`src/rtl/event_readout_if.sv`:
```
// FIFO read port plus 32-bit valid/ready stream between event_readout and its neighbours.
interface event_readout_if;
  logic [63:0] dout_i;
  logic        empty_i;
  logic        rd_en_o;
  logic [31:0] m_tdata;
  logic        m_tvalid;
  logic        m_tready;
  logic        m_tlast;

  modport master (
    input  dout_i, empty_i, m_tready,
    output rd_en_o, m_tdata, m_tvalid, m_tlast
  );

  modport slave (
    output dout_i, empty_i, m_tready,
    input  rd_en_o, m_tdata, m_tvalid, m_tlast
  );
endinterface

```
`src/rtl/event_readout.sv`:
```
// Pops 64-bit FIFO words, emits them as two 32-bit beats (low first), frames events with tlast.
// Optional per-event header beat {16'hEB90, count} when EVENT_HEADER_EN is defined.
module event_readout #(
  parameter int WORDS_PER_EVENT = 16,
  parameter int CNT_W           = 16
) (
  input  logic             f125_clk,
  input  logic             aresetn,
  event_readout_if.master  bus,
  output logic [CNT_W-1:0] event_count_o,
  output logic             busy_o
);
  localparam int WC_W = (WORDS_PER_EVENT > 1) ? $clog2(WORDS_PER_EVENT + 1) : 1;
  localparam logic [WC_W-1:0] LAST_IDX = WC_W'(WORDS_PER_EVENT - 1);

  typedef enum logic [2:0] {
    S_IDLE,
`ifdef EVENT_HEADER_EN
    S_HDR,
`endif
    S_FETCH,
    S_WAIT,
    S_LO,
    S_HI
  } state_t;

  state_t           state_q, state_d;
  logic [63:0]      hold_q, hold_d;
  logic [WC_W-1:0]  wcnt_q, wcnt_d;
  logic [CNT_W-1:0] cnt_q, cnt_d;
  logic             tvalid_q, tvalid_d;
  logic             tlast_q, tlast_d;
  logic             busy_q, busy_d;

  always_comb begin
    state_d  = state_q;
    hold_d   = hold_q;
    wcnt_d   = wcnt_q;
    cnt_d    = cnt_q;
    tvalid_d = tvalid_q;
    tlast_d  = tlast_q;
    case (state_q)
      S_IDLE: begin
        wcnt_d = '0;
        if (!bus.empty_i) begin
`ifdef EVENT_HEADER_EN
          state_d  = S_HDR;
          tvalid_d = 1'b1;
          tlast_d  = 1'b0;
`else
          state_d  = S_FETCH;
`endif
        end
      end
`ifdef EVENT_HEADER_EN
      S_HDR: begin
        if (bus.m_tready) begin
          state_d  = S_FETCH;
          tvalid_d = 1'b0;
        end
      end
`endif
      S_FETCH: begin
        if (!bus.empty_i) state_d = S_WAIT;
      end
      S_WAIT: begin
        hold_d   = bus.dout_i;
        state_d  = S_LO;
        tvalid_d = 1'b1;
        tlast_d  = 1'b0;
      end
      S_LO: begin
        if (bus.m_tready) begin
          state_d = S_HI;
          tlast_d = (wcnt_q == LAST_IDX);
        end
      end
      S_HI: begin
        if (bus.m_tready) begin
          tvalid_d = 1'b0;
          tlast_d  = 1'b0;
          if (tlast_q) begin
            cnt_d   = cnt_q + CNT_W'(1);
            state_d = S_IDLE;
          end else begin
            wcnt_d  = wcnt_q + WC_W'(1);
            state_d = S_FETCH;
          end
        end
      end
      default: state_d = S_IDLE;
    endcase
    busy_d = (state_d != S_IDLE);
  end

  always_ff @(posedge f125_clk or negedge aresetn) begin
    if (!aresetn) begin
      state_q  <= S_IDLE;
      hold_q   <= '0;
      wcnt_q   <= '0;
      cnt_q    <= '0;
      tvalid_q <= 1'b0;
      tlast_q  <= 1'b0;
      busy_q   <= 1'b0;
    end else begin
      state_q  <= state_d;
      hold_q   <= hold_d;
      wcnt_q   <= wcnt_d;
      cnt_q    <= cnt_d;
      tvalid_q <= tvalid_d;
      tlast_q  <= tlast_d;
      busy_q   <= busy_d;
    end
  end

  // Data is a pure mux of registered state, so it cannot move while a beat is stalled.
  always_comb begin
    bus.m_tdata = '0;
    case (state_q)
`ifdef EVENT_HEADER_EN
      S_HDR:   bus.m_tdata = {16'hEB90, 16'(cnt_q)};
`endif
      S_LO:    bus.m_tdata = hold_q[31:0];
      S_HI:    bus.m_tdata = hold_q[63:32];
      default: bus.m_tdata = '0;
    endcase
  end

  assign bus.rd_en_o   = (state_q == S_FETCH) & ~bus.empty_i;
  assign bus.m_tvalid  = tvalid_q;
  assign bus.m_tlast   = tlast_q;
  assign event_count_o = cnt_q;
  assign busy_o        = busy_q;
endmodule

```
`src/flat_wrapper.sv`:
```
// flat-port wrapper written by rule: the top's interface ports become plain ports
module event_readout_flat 
#(
  parameter int WORDS_PER_EVENT = 16,
  parameter int CNT_W           = 16
)
  (f125_clk, aresetn, event_count_o, busy_o, bus_dout_i, bus_empty_i, bus_m_tready, bus_rd_en_o, bus_m_tdata, bus_m_tvalid, bus_m_tlast);
  event_readout_if bus_i ();
  input  logic f125_clk;
  input  logic aresetn;
  output logic [CNT_W-1:0] event_count_o;
  output logic busy_o;
  input wire logic [$bits(bus_i.dout_i)-1:0] bus_dout_i;
  input wire logic [$bits(bus_i.empty_i)-1:0] bus_empty_i;
  input wire logic [$bits(bus_i.m_tready)-1:0] bus_m_tready;
  output wire logic [$bits(bus_i.rd_en_o)-1:0] bus_rd_en_o;
  output wire logic [$bits(bus_i.m_tdata)-1:0] bus_m_tdata;
  output wire logic [$bits(bus_i.m_tvalid)-1:0] bus_m_tvalid;
  output wire logic [$bits(bus_i.m_tlast)-1:0] bus_m_tlast;
  assign bus_i.dout_i = bus_dout_i;
  assign bus_i.empty_i = bus_empty_i;
  assign bus_i.m_tready = bus_m_tready;
  assign bus_rd_en_o = bus_i.rd_en_o;
  assign bus_m_tdata = bus_i.m_tdata;
  assign bus_m_tvalid = bus_i.m_tvalid;
  assign bus_m_tlast = bus_i.m_tlast;
  event_readout #(.WORDS_PER_EVENT(WORDS_PER_EVENT), .CNT_W(CNT_W)) u_core (.f125_clk(f125_clk), .aresetn(aresetn), .bus(bus_i), .event_count_o(event_count_o), .busy_o(busy_o));
endmodule
```
`config.mk`:
```
export PLATFORM = sky130hd
export DESIGN_NAME = event_readout_flat
export DESIGN_NICKNAME = d
export VERILOG_FILES = /design/src/rtl/event_readout_if.sv /design/src/rtl/event_readout.sv /design/src/flat_wrapper.sv
export SDC_FILE = /design/constraint.sdc
export NUM_CORES = 1
export LEC_CHECK = 0
export ABC_AREA = 1
export CORE_MARGIN = 8
export CORE_UTILIZATION = 45
export DETAILED_ROUTE_END_ITERATION = 8
export PLACE_DENSITY = 0.76
export SETUP_SLACK_MARGIN = 0.2
export SKIP_CTS_REPAIR_TIMING = 1
export SYNTH_ARGS = -nofsm -noshare
export SYNTH_HDL_FRONTEND = slang
export SYNTH_SLANG_ARGS = --single-unit
```
`constraint.sdc`:
```
create_clock -name f125_clk -period 1.8 [get_ports f125_clk]
set_input_delay 0.36 -clock f125_clk [delete_from_list [all_inputs] [get_ports f125_clk]]
set_output_delay 0.36 -clock f125_clk [all_outputs]
set_load 0.03 [all_outputs]
```
==> impl_metrics.yaml, run 1 <==
run_status:
  status: "finished with violations"
  violations: "negative setup slack"
cells_and_area:
  multi_input_area_sq_mm: 0.00174
  final_cell_mix: "nand2_1 (262), dfrtp_1 (89), clkdlybuf4s50_1 (66)"
  drive_above_1_share_pct: 12.7
  final_cell_area_sq_mm: 0.00591
  area_delta_synth_final_pct: 37.9
  regArea_sq_mm: 0.00228
  final_common_cell: "nand2_1"
  fillers: 786
  antennaDiodeCount: 0
  layout.nets: 697
timing:
  rsz0062_at_grt: "true"
  whs_ns: 0.0136
  timing.final.crit_share_pct: 113
  hold_violations: 0
  setup_slack_ns: -0.235
  fmax_mhz: 491
  clock_skew_ns: 0.00921
  maxSlewHeadroom_pct: 66.3
  setup_viol: 33
  max_slew.worst_pin.slew_ns: 0.505
  post-route-min-period_ns: 2.03
  finalMaxSlewViolations: 0
grt:
  first_global_vias: 3845
  grt_max_degree: 92
  grt_pass1_wl_um: 18100
  grt_usage_pct: 17.1
  antenna_found_initial: 0
  overflow: 0
worst_setup_path:
  start_kind: "flip-flop"
  critPathCaptureType: "output port"
  cp_max_fo: 27
  reg2reg_to: "u_core.hold_q[12]"
  arrival_ns: 1.67
  path_class: "reg2out"
  reg2reg_slack_ns: 0.37
  reg2reg_from: "u_core.state_q[2]"
  ff2ff_path_depth: 7
  required_ns: 1.44
yosys:
  synthCells: 504
  synth_fp_nets: 575
  synth_seq_cells: 91
  yosys_warnings: 0
  synth_fa_ha_area_share_pct: 0.876
  synth_top_area_share_pct: 53.1
  synth_xor_xnor_area_share_pct: 1.64
  ys_seq_area_share_pct: 53.1
  synth_area_leaders: "dfrtp_1 (53%), nand2_1 (23%), a22o_1 (6.7%)"
  yosysTopAreaCell: "dfrtp_1"
  yosys.area_share.simple_pct: 29.3
  synth_top_family_by_area: "simple AND/OR/NAND/NOR gates"
  syn_area_per_cell_sq_um: 8.50
  synth_cell_types: 26
  syn_area_sq_mm: 0.00429
  synth_mux_area_share_pct: 0.234
  synth-compound-area-share_pct: 8.35
job:
  cap_violations: 0
route:
  drt_iter0_drc: 184
  drc: 0
  first_pass_iters: 5
  wl_um: 11000
  viasPerCell: 4.88
  vias: 3710
  routedWlPerCell_um: 14.5
  ant_nets: 0
floorplan:
  rows: 35
  start_util_pct: 46.4
  coreArea_sq_mm: 0.00924
  ios: 120
  die-area_sq_mm: 0.0129
  die_w_um: 114
  fp.dieH_um: 114
placement:
  hpwl_um: 7780
  gp_congestion: 0.845
  portBuffers: 119
  placed_area_sq_mm: 0.00551
clocking:
  clock-root-buffer: "clkbuf_8"
  cts.sinks: 91
  clk_path_buf_depth: 2
  cts_tree: "yes"
  insertion_delay_ns: 0.35
  clk_pin_slew_worst_paths_ns: 0.09
  h-tree-depth: 3
  cts_buffers: 9
min_path:
  min_path_type: "in2async"
power:
  p_leak_uw: 0.00321
  vdd_drop_max_mv: 0.641
  power_density_mw_per_mm2: 1350
## how the worst max path moves through the flow
stage                            end  cells after the start         startpoint
detailed placement  u_core.wcnt_q[0]                      7       bus_m_tready
finish               bus_m_tdata[24]                      6  u_core.state_q[1]
global placement     bus_m_tdata[19]                      6  u_core.state_q[1]
CTS                  bus_m_tdata[19]                      6  u_core.state_q[2]
floorplan             bus_m_tdata[0]                      5  u_core.state_q[1]
global route          bus_m_tdata[5]                      6  u_core.state_q[1]
## cells by family after synthesis
logic type      Yosys count
xor+xnor                  8
compound gates           46
fa+ha+maj                 3
mux                       1
buf+inv                  46
flops                    91
simple gates            309
## worst max-delay path, cell delays in order (launching register included)
cell and delay [ns]:
dfrtp_2 0.45, nor2_4 0.16, nand2_4 0.10, inv_4 0.08
buf_12 0.17, a22o_1 0.20, buf_6 0.15
## area by class of cell
| cell class | instances | area share [%] |
|---|---|---|
| clock inverter | 6 | 1.10 |
| clock buffer | 10 | 2.16 |
| multi-input combinational | 367 | 29.5 |
| tap | 129 | 2.73 |
| sequential | 91 | 38.6 |
| timing repair buffer | 132 | 24.2 |
| inverter | 25 | 1.67 |
## cells in the mapped netlist, drive strengths merged
library cell and count:
a22o 33, nand3 7, xor2 5, dfrtp 91, mux2i 1, ha 3, nand2 266, nand3b 2
nor3 1, nand4 2, nor2 31, o22ai 1, o21ai 11, buf 21, xnor2 3, o211ai 1
inv 25
## metal layers
metal | global-route usage, % | up-vias | share of wire (%) | wire, um
li1 | - | 1822 | - | -
met1 | 21.5 | 1748 | 45 | 4950
met2 | 26.9 | 121 | 47 | 5140
met3 | 5.60 | 19 | 6.7 | 740
met4 | 6.48 | 0 | 1.9 | 212
met5 | 0 | - | 0 | 0
## power by group
part	internal, uW	total [uW]	leakage (uW)	switching (uW)
sequential	2830	3300	0.00113	476
combinational	1350	3330	0.00199	1970
clock	646	1370	0.0000966	723
total	4830	8000	0.00321	3170
## flip-flops by register name, indices dropped and copies added, names as in the netlist
| name | count |
|---|---|
| u_core.bus.m_tlast | 1 |
| u_core.bus.m_tvalid | 1 |
| u_core.busy_o | 1 |
| u_core.event_count_o | 16 |
| u_core.hold_q | 64 |
| u_core.state_q | 3 |
| u_core.wcnt_q | 5 |
## metrics by stage
| stage | power [uW] | utilization (%) | setup TNS, ns | setup slack, ns | instances |
|---|---|---|---|---|---|
| floorplan | 5460 | - | 0 | 0.176 | 504 |
| global placement | 6350 | 59.6 | 0 | 0.140 | 742 |
| detailed placement | 6440 | 59.6 | 0 | 0.0905 | 742 |
| CTS | 7810 | 61.7 | -9.18 | -0.291 | 758 |
| global route | 8580 | 63.9 | -8.84 | -0.308 | 760 |
| finish | 8000 | 63.9 | -6.25 | -0.235 | 760 |
No activity file was read; power rests on OpenSTA's default activity.
==> run 2, diff against run 1 <==
--- a/config.mk
+++ b/config.mk
@@ -6,6 +6,7 @@
 export NUM_CORES = 1
 export LEC_CHECK = 0
 export ABC_AREA = 1
+export CORE_ASPECT_RATIO = 1.2
 export CORE_MARGIN = 8
 export CORE_UTILIZATION = 45
 export DETAILED_ROUTE_END_ITERATION = 8
==> impl_metrics.yaml, run 2 (synthesized netlist as in run 1, its figures left out) <==
run_status:
  status: "finished with violations"
  violations: "negative hold slack, negative setup slack"
placement:
  portBuffers: 119
  hpwl_um: 7900
  placed_area_sq_mm: 0.00551
  gp_congestion: 0.880
  place_ws_ns: 0.0331
floorplan:
  ios: 120
  die_w_um: 105
  die-area_sq_mm: 0.0129
  start_util_pct: 45.5
  rows: 39
  fp.dieH_um: 123
  coreArea_sq_mm: 0.00942
cells_and_area:
  area_delta_synth_final_pct: 42.3
  largest_reg_flops: 64
  regMostFlops: "u_core.hold_q"
  final_common_cell: "nand2_1"
  regArea_sq_mm: 0.00228
  multi_input_area_sq_mm: 0.00175
  layout.nets: 701
  drive_above_1_share_pct: 13.4
  utilization_pct: 64.8
  antennaDiodeCount: 0
  final_cell_mix: "nand2_1 (262), dfrtp_1 (89), clkdlybuf4s50_1 (66)"
  fillers: 777
  final_cell_area_sq_mm: 0.00610
worst_setup_path:
  cp_max_fo: 12
  slowest_delay_ns: 0.42
  path_class: "reg2out"
  crit_family: "buffers and inverters"
  crit_path_top_delay_cell: "dfrtp_2"
  arrival_ns: 1.66
  critPathBufInv: 3
  crit_chain: "nor2_4, nand2_4, clkinvlp_4, clkbuf_16, a22o_1, buf_6"
  critPathCaptureType: "output port"
  required_ns: 1.44
  start_kind: "flip-flop"
grt:
  antenna_found_initial: 0
  first_global_vias: 3782
  grt_max_degree: 61
  grt_usage_pct: 17.5
  overflow: 0
  grt_pass1_wl_um: 18300
power:
  p_leak_uw: 0.00330
  power.total_uw: 8700
  seq_power_share_pct: 38.1
  clockPowerShare_pct: 23.1
  p_sw_share_pct: 36.9
  power_density_mw_per_mm2: 1430
  vdd_drop_max_mv: 0.732
  p_switching_uw: 3210
  combPwrFrac_pct: 38.8
  p_int_uw: 5490
timing:
  finalMaxSlewViolations: 0
  whs_ns: -0.0234
  maxSlewHeadroom_pct: 68.1
  max_slew.worst_pin.slew_ns: 0.479
  timing.final.crit_share_pct: 112
  hold_violations: 32
  setup_viol: 32
  clock_skew_ns: 0.00767
  rsz0062_at_grt: "true"
  post-route-min-period_ns: 2.02
  setup_slack_ns: -0.220
  fmax_mhz: 495
route:
  first_pass_iters: 4
  routedWlPerCell_um: 14.9
  vias: 3755
  ant_nets: 0
  wl_um: 11300
  drc: 0
  drt_iter0_drc: 214
  viasPerCell: 4.95
job:
  cap_violations: 0
clocking:
  insertion_delay_ns: 0.34
  clk_path_buf_depth: 2
  cts_tree: "yes"
  clock-root-buffer: "clkbuf_16"
  h-tree-depth: 3
  clk_pin_slew_worst_paths_ns: 0.06
  cts.sinks: 91
  cts_buffers: 9
min_path:
  min_path_type: "in2async"
run 2: stage by stage:
step	TNS (ns)	cells
global route	-8.51	758
finish	-6.24	758
CTS	-8.09	753
detailed placement	0	737
floorplan	0	504
global placement	0	737
run 2: cell type report:
cell class | count | share of cell area [%]
flip-flops and latches | 91 | 37.4
clock inverters | 4 | 1.21
multi-input cells | 367 | 28.8
well taps | 123 | 2.52
clock buffers | 12 | 4.04
inverters | 25 | 1.60
repair buffers | 136 | 24.5
run 2: power by group through the flow:
stage | combinational, uW | sequential, uW | clock [uW]
after floorplan | 2230 | 3240 | 0
after global placement | 3050 | 3250 | 0
after detailed placement | 3120 | 3300 | 0
after CTS | 3130 | 3280 | 2050
after global routing | 3730 | 3400 | 2130
final | 3370 | 3310 | 2010
run 2: per-layer routing:
layer,part of all wire [%],track usage [%],up-vias
met2,50,29.1,106
met1,42,20.9,1800
met5,0,0,-
li1,-,-,1837
met4,1.1,5.27,0
met3,6.8,6.36,12
run 2: final timing paths:
kind                                          end  slack [ns]  cells past startpoint         startpoint
max in group asynchronous       u_core.hold_q[40]        1.23                      2            aresetn
worst min-delay path             u_core.wcnt_q[4]       -0.02                      1            aresetn
worst min register to register  u_core.hold_q[40]        0.47                      2  u_core.hold_q[40]
worst max register to register  u_core.hold_q[44]        0.36                      7  u_core.state_q[2]
worst max-delay path               bus_m_tdata[5]       -0.22                      6  u_core.state_q[1]
min in group f125_clk           u_core.hold_q[40]        0.47                      2  u_core.hold_q[40]
==> run 3, diff against run 2 <==
--- a/config.mk
+++ b/config.mk
@@ -8,11 +8,12 @@
 export ABC_AREA = 1
 export CORE_ASPECT_RATIO = 1.2
 export CORE_MARGIN = 8
-export CORE_UTILIZATION = 45
+export CORE_UTILIZATION = 48
 export DETAILED_ROUTE_END_ITERATION = 8
-export PLACE_DENSITY = 0.76
+export PLACE_DENSITY = 0.8
 export SETUP_SLACK_MARGIN = 0.2
 export SKIP_CTS_REPAIR_TIMING = 1
 export SYNTH_ARGS = -nofsm -noshare
 export SYNTH_HDL_FRONTEND = slang
 export SYNTH_SLANG_ARGS = --single-unit
+export TNS_END_PERCENT = 10
==> impl_metrics.yaml, run 3 (synthesized netlist as in run 1, its figures left out) <==
floorplan:
  rows: 37
  die_w_um: 102
  die-area_sq_mm: 0.0122
  fp.dieH_um: 120
  start_util_pct: 49.8
  ios: 120
  coreArea_sq_mm: 0.00861
grt:
  antenna_found_initial: 0
  gr-usage-met2_pct: 30.4
  first_global_vias: 3962
  grt_usage_pct: 19.0
  grt_max_degree: 60
  grtUsageMet1_pct: 22.2
  use_met3_pct: 7.23
  busiest_layer: "met2"
  grt_pass1_wl_um: 18600
  overflow: 0
worst_setup_path:
  reg2reg_to: "u_core.busy_o"
  reg2reg_from: "u_core.state_q[1]"
  critPathLaunch: "u_core.state_q[1]"
  arrival_ns: 1.74
  ff2ff_path_depth: 9
  required_ns: 1.44
  start_kind: "flip-flop"
  reg2reg_slack_ns: 0.27
  path_class: "reg2out"
  cp_max_fo: 6
  critPathCaptureType: "output port"
power:
  p_int_uw: 5000
  p_switching_uw: 3190
  power_density_mw_per_mm2: 1370
  seq_power_share_pct: 40.4
  vdd_drop_max_mv: 0.768
  power.total_uw: 8180
  combPwrFrac_pct: 41.5
  p_sw_share_pct: 39.0
  clockPowerShare_pct: 18.1
  p_leak_uw: 0.00325
timing:
  finalMaxSlewViolations: 0
  timing.final.crit_share_pct: 117
  max_slew.worst_pin.slew_ns: 0.353
  maxSlewHeadroom_pct: 76.4
  fmax_mhz: 476
  rsz0062_at_grt: "true"
  fin_tns_setup_ns: -8.72
  setup_viol: 33
  clock_skew_ns: 0.00615
  hold_violations: 0
  post-route-min-period_ns: 2.10
  whs_ns: 0.398
  setup_slack_ns: -0.300
route:
  ant_nets: 0
  wl_um: 11700
  first_pass_iters: 5
  drc: 0
  drt_iter0_drc: 142
  routedWlPerCell_um: 15.5
  vias: 3835
  viasPerCell: 5.09
clocking:
  clk_pin_slew_worst_paths_ns: 0.09
  h-tree-depth: 3
  cts_tree: "yes"
  insertion_delay_ns: 0.35
  clock-root-buffer: "clkbuf_8"
  cts.sinks: 91
  cts_buffers: 9
  clk_path_buf_depth: 2
cells_and_area:
  utilization_pct: 69.4
  final_cell_area_sq_mm: 0.00598
  largest_reg_flops: 64
  final_common_cell: "nand2_1"
  regMostFlops: "u_core.hold_q"
  area_delta_synth_final_pct: 39.4
  layout.nets: 703
  final_cell_mix: "nand2_1 (262), dfrtp_1 (90), clkdlybuf4s50_1 (66)"
  antennaDiodeCount: 0
  drive_above_1_share_pct: 13.0
placement:
  gp_congestion: 0.897
  placed_area_sq_mm: 0.00552
  hpwl_um: 8320
  portBuffers: 119
job:
  cap_violations: 0
run_status:
  violations: "negative setup slack"
  status: "finished with violations"
min_path:
  min_path_type: "in2async"
-- run 3: per-layer routing --
layer	vias to the layer above	routed length, um
met2	141	5570
met3	28	967
met5	-	0
met4	0	338
met1	1833	4840
li1	1833	-
-- run 3: per-stage QoR --
step,instances,setup WS (ns)
6_report,754,-0.300
3_3_place_gp,732,0.0994
4_1_cts,748,-0.322
3_5_place_dp,732,0.0873
2_1_floorplan,504,0.176
5_1_grt,754,-0.365
-- run 3: worst max path at each step --
stage | to | slack [ns] | cells past startpoint
after global routing | bus_m_tdata[11] | -0.36 | 6
after detailed placement | bus_m_tdata[15] | 0.09 | 6
after CTS | bus_m_tdata[15] | -0.32 | 6
after global placement | bus_m_tdata[2] | 0.1 | 6
final | bus_m_tdata[2] | -0.30 | 6
after floorplan | bus_m_tdata[0] | 0.18 | 5
-- run 3: area by class of cell --
type,count,area [sq um]
multi-input cells,367,1740
clock inverters,5,77.6
clock buffers,11,131
repair buffers,138,1510
flip-flops and latches,91,2280
inverters,25,97.6
well taps,117,146
fillers,693,2640
-- run 3: critical path: stages, from the launching register on --
cell	delay, ns
dfrtp_1	0.45
nor2_4	0.08
nand2_4	0.08
clkinvlp_4	0.18
buf_4	0.22
a22o_1	0.24
buf_12	0.15
-- run 3: power groups by stage --
stage / registers, uW / clock network (uW) / logic (uW)
floorplan: 3240 / 0 / 2230
global placement: 3320 / 0 / 3040
detailed placement: 3320 / 0 / 3200
CTS: 3300 / 1510 / 3190
global route: 3390 / 1610 / 3740
finish: 3310 / 1480 / 3400
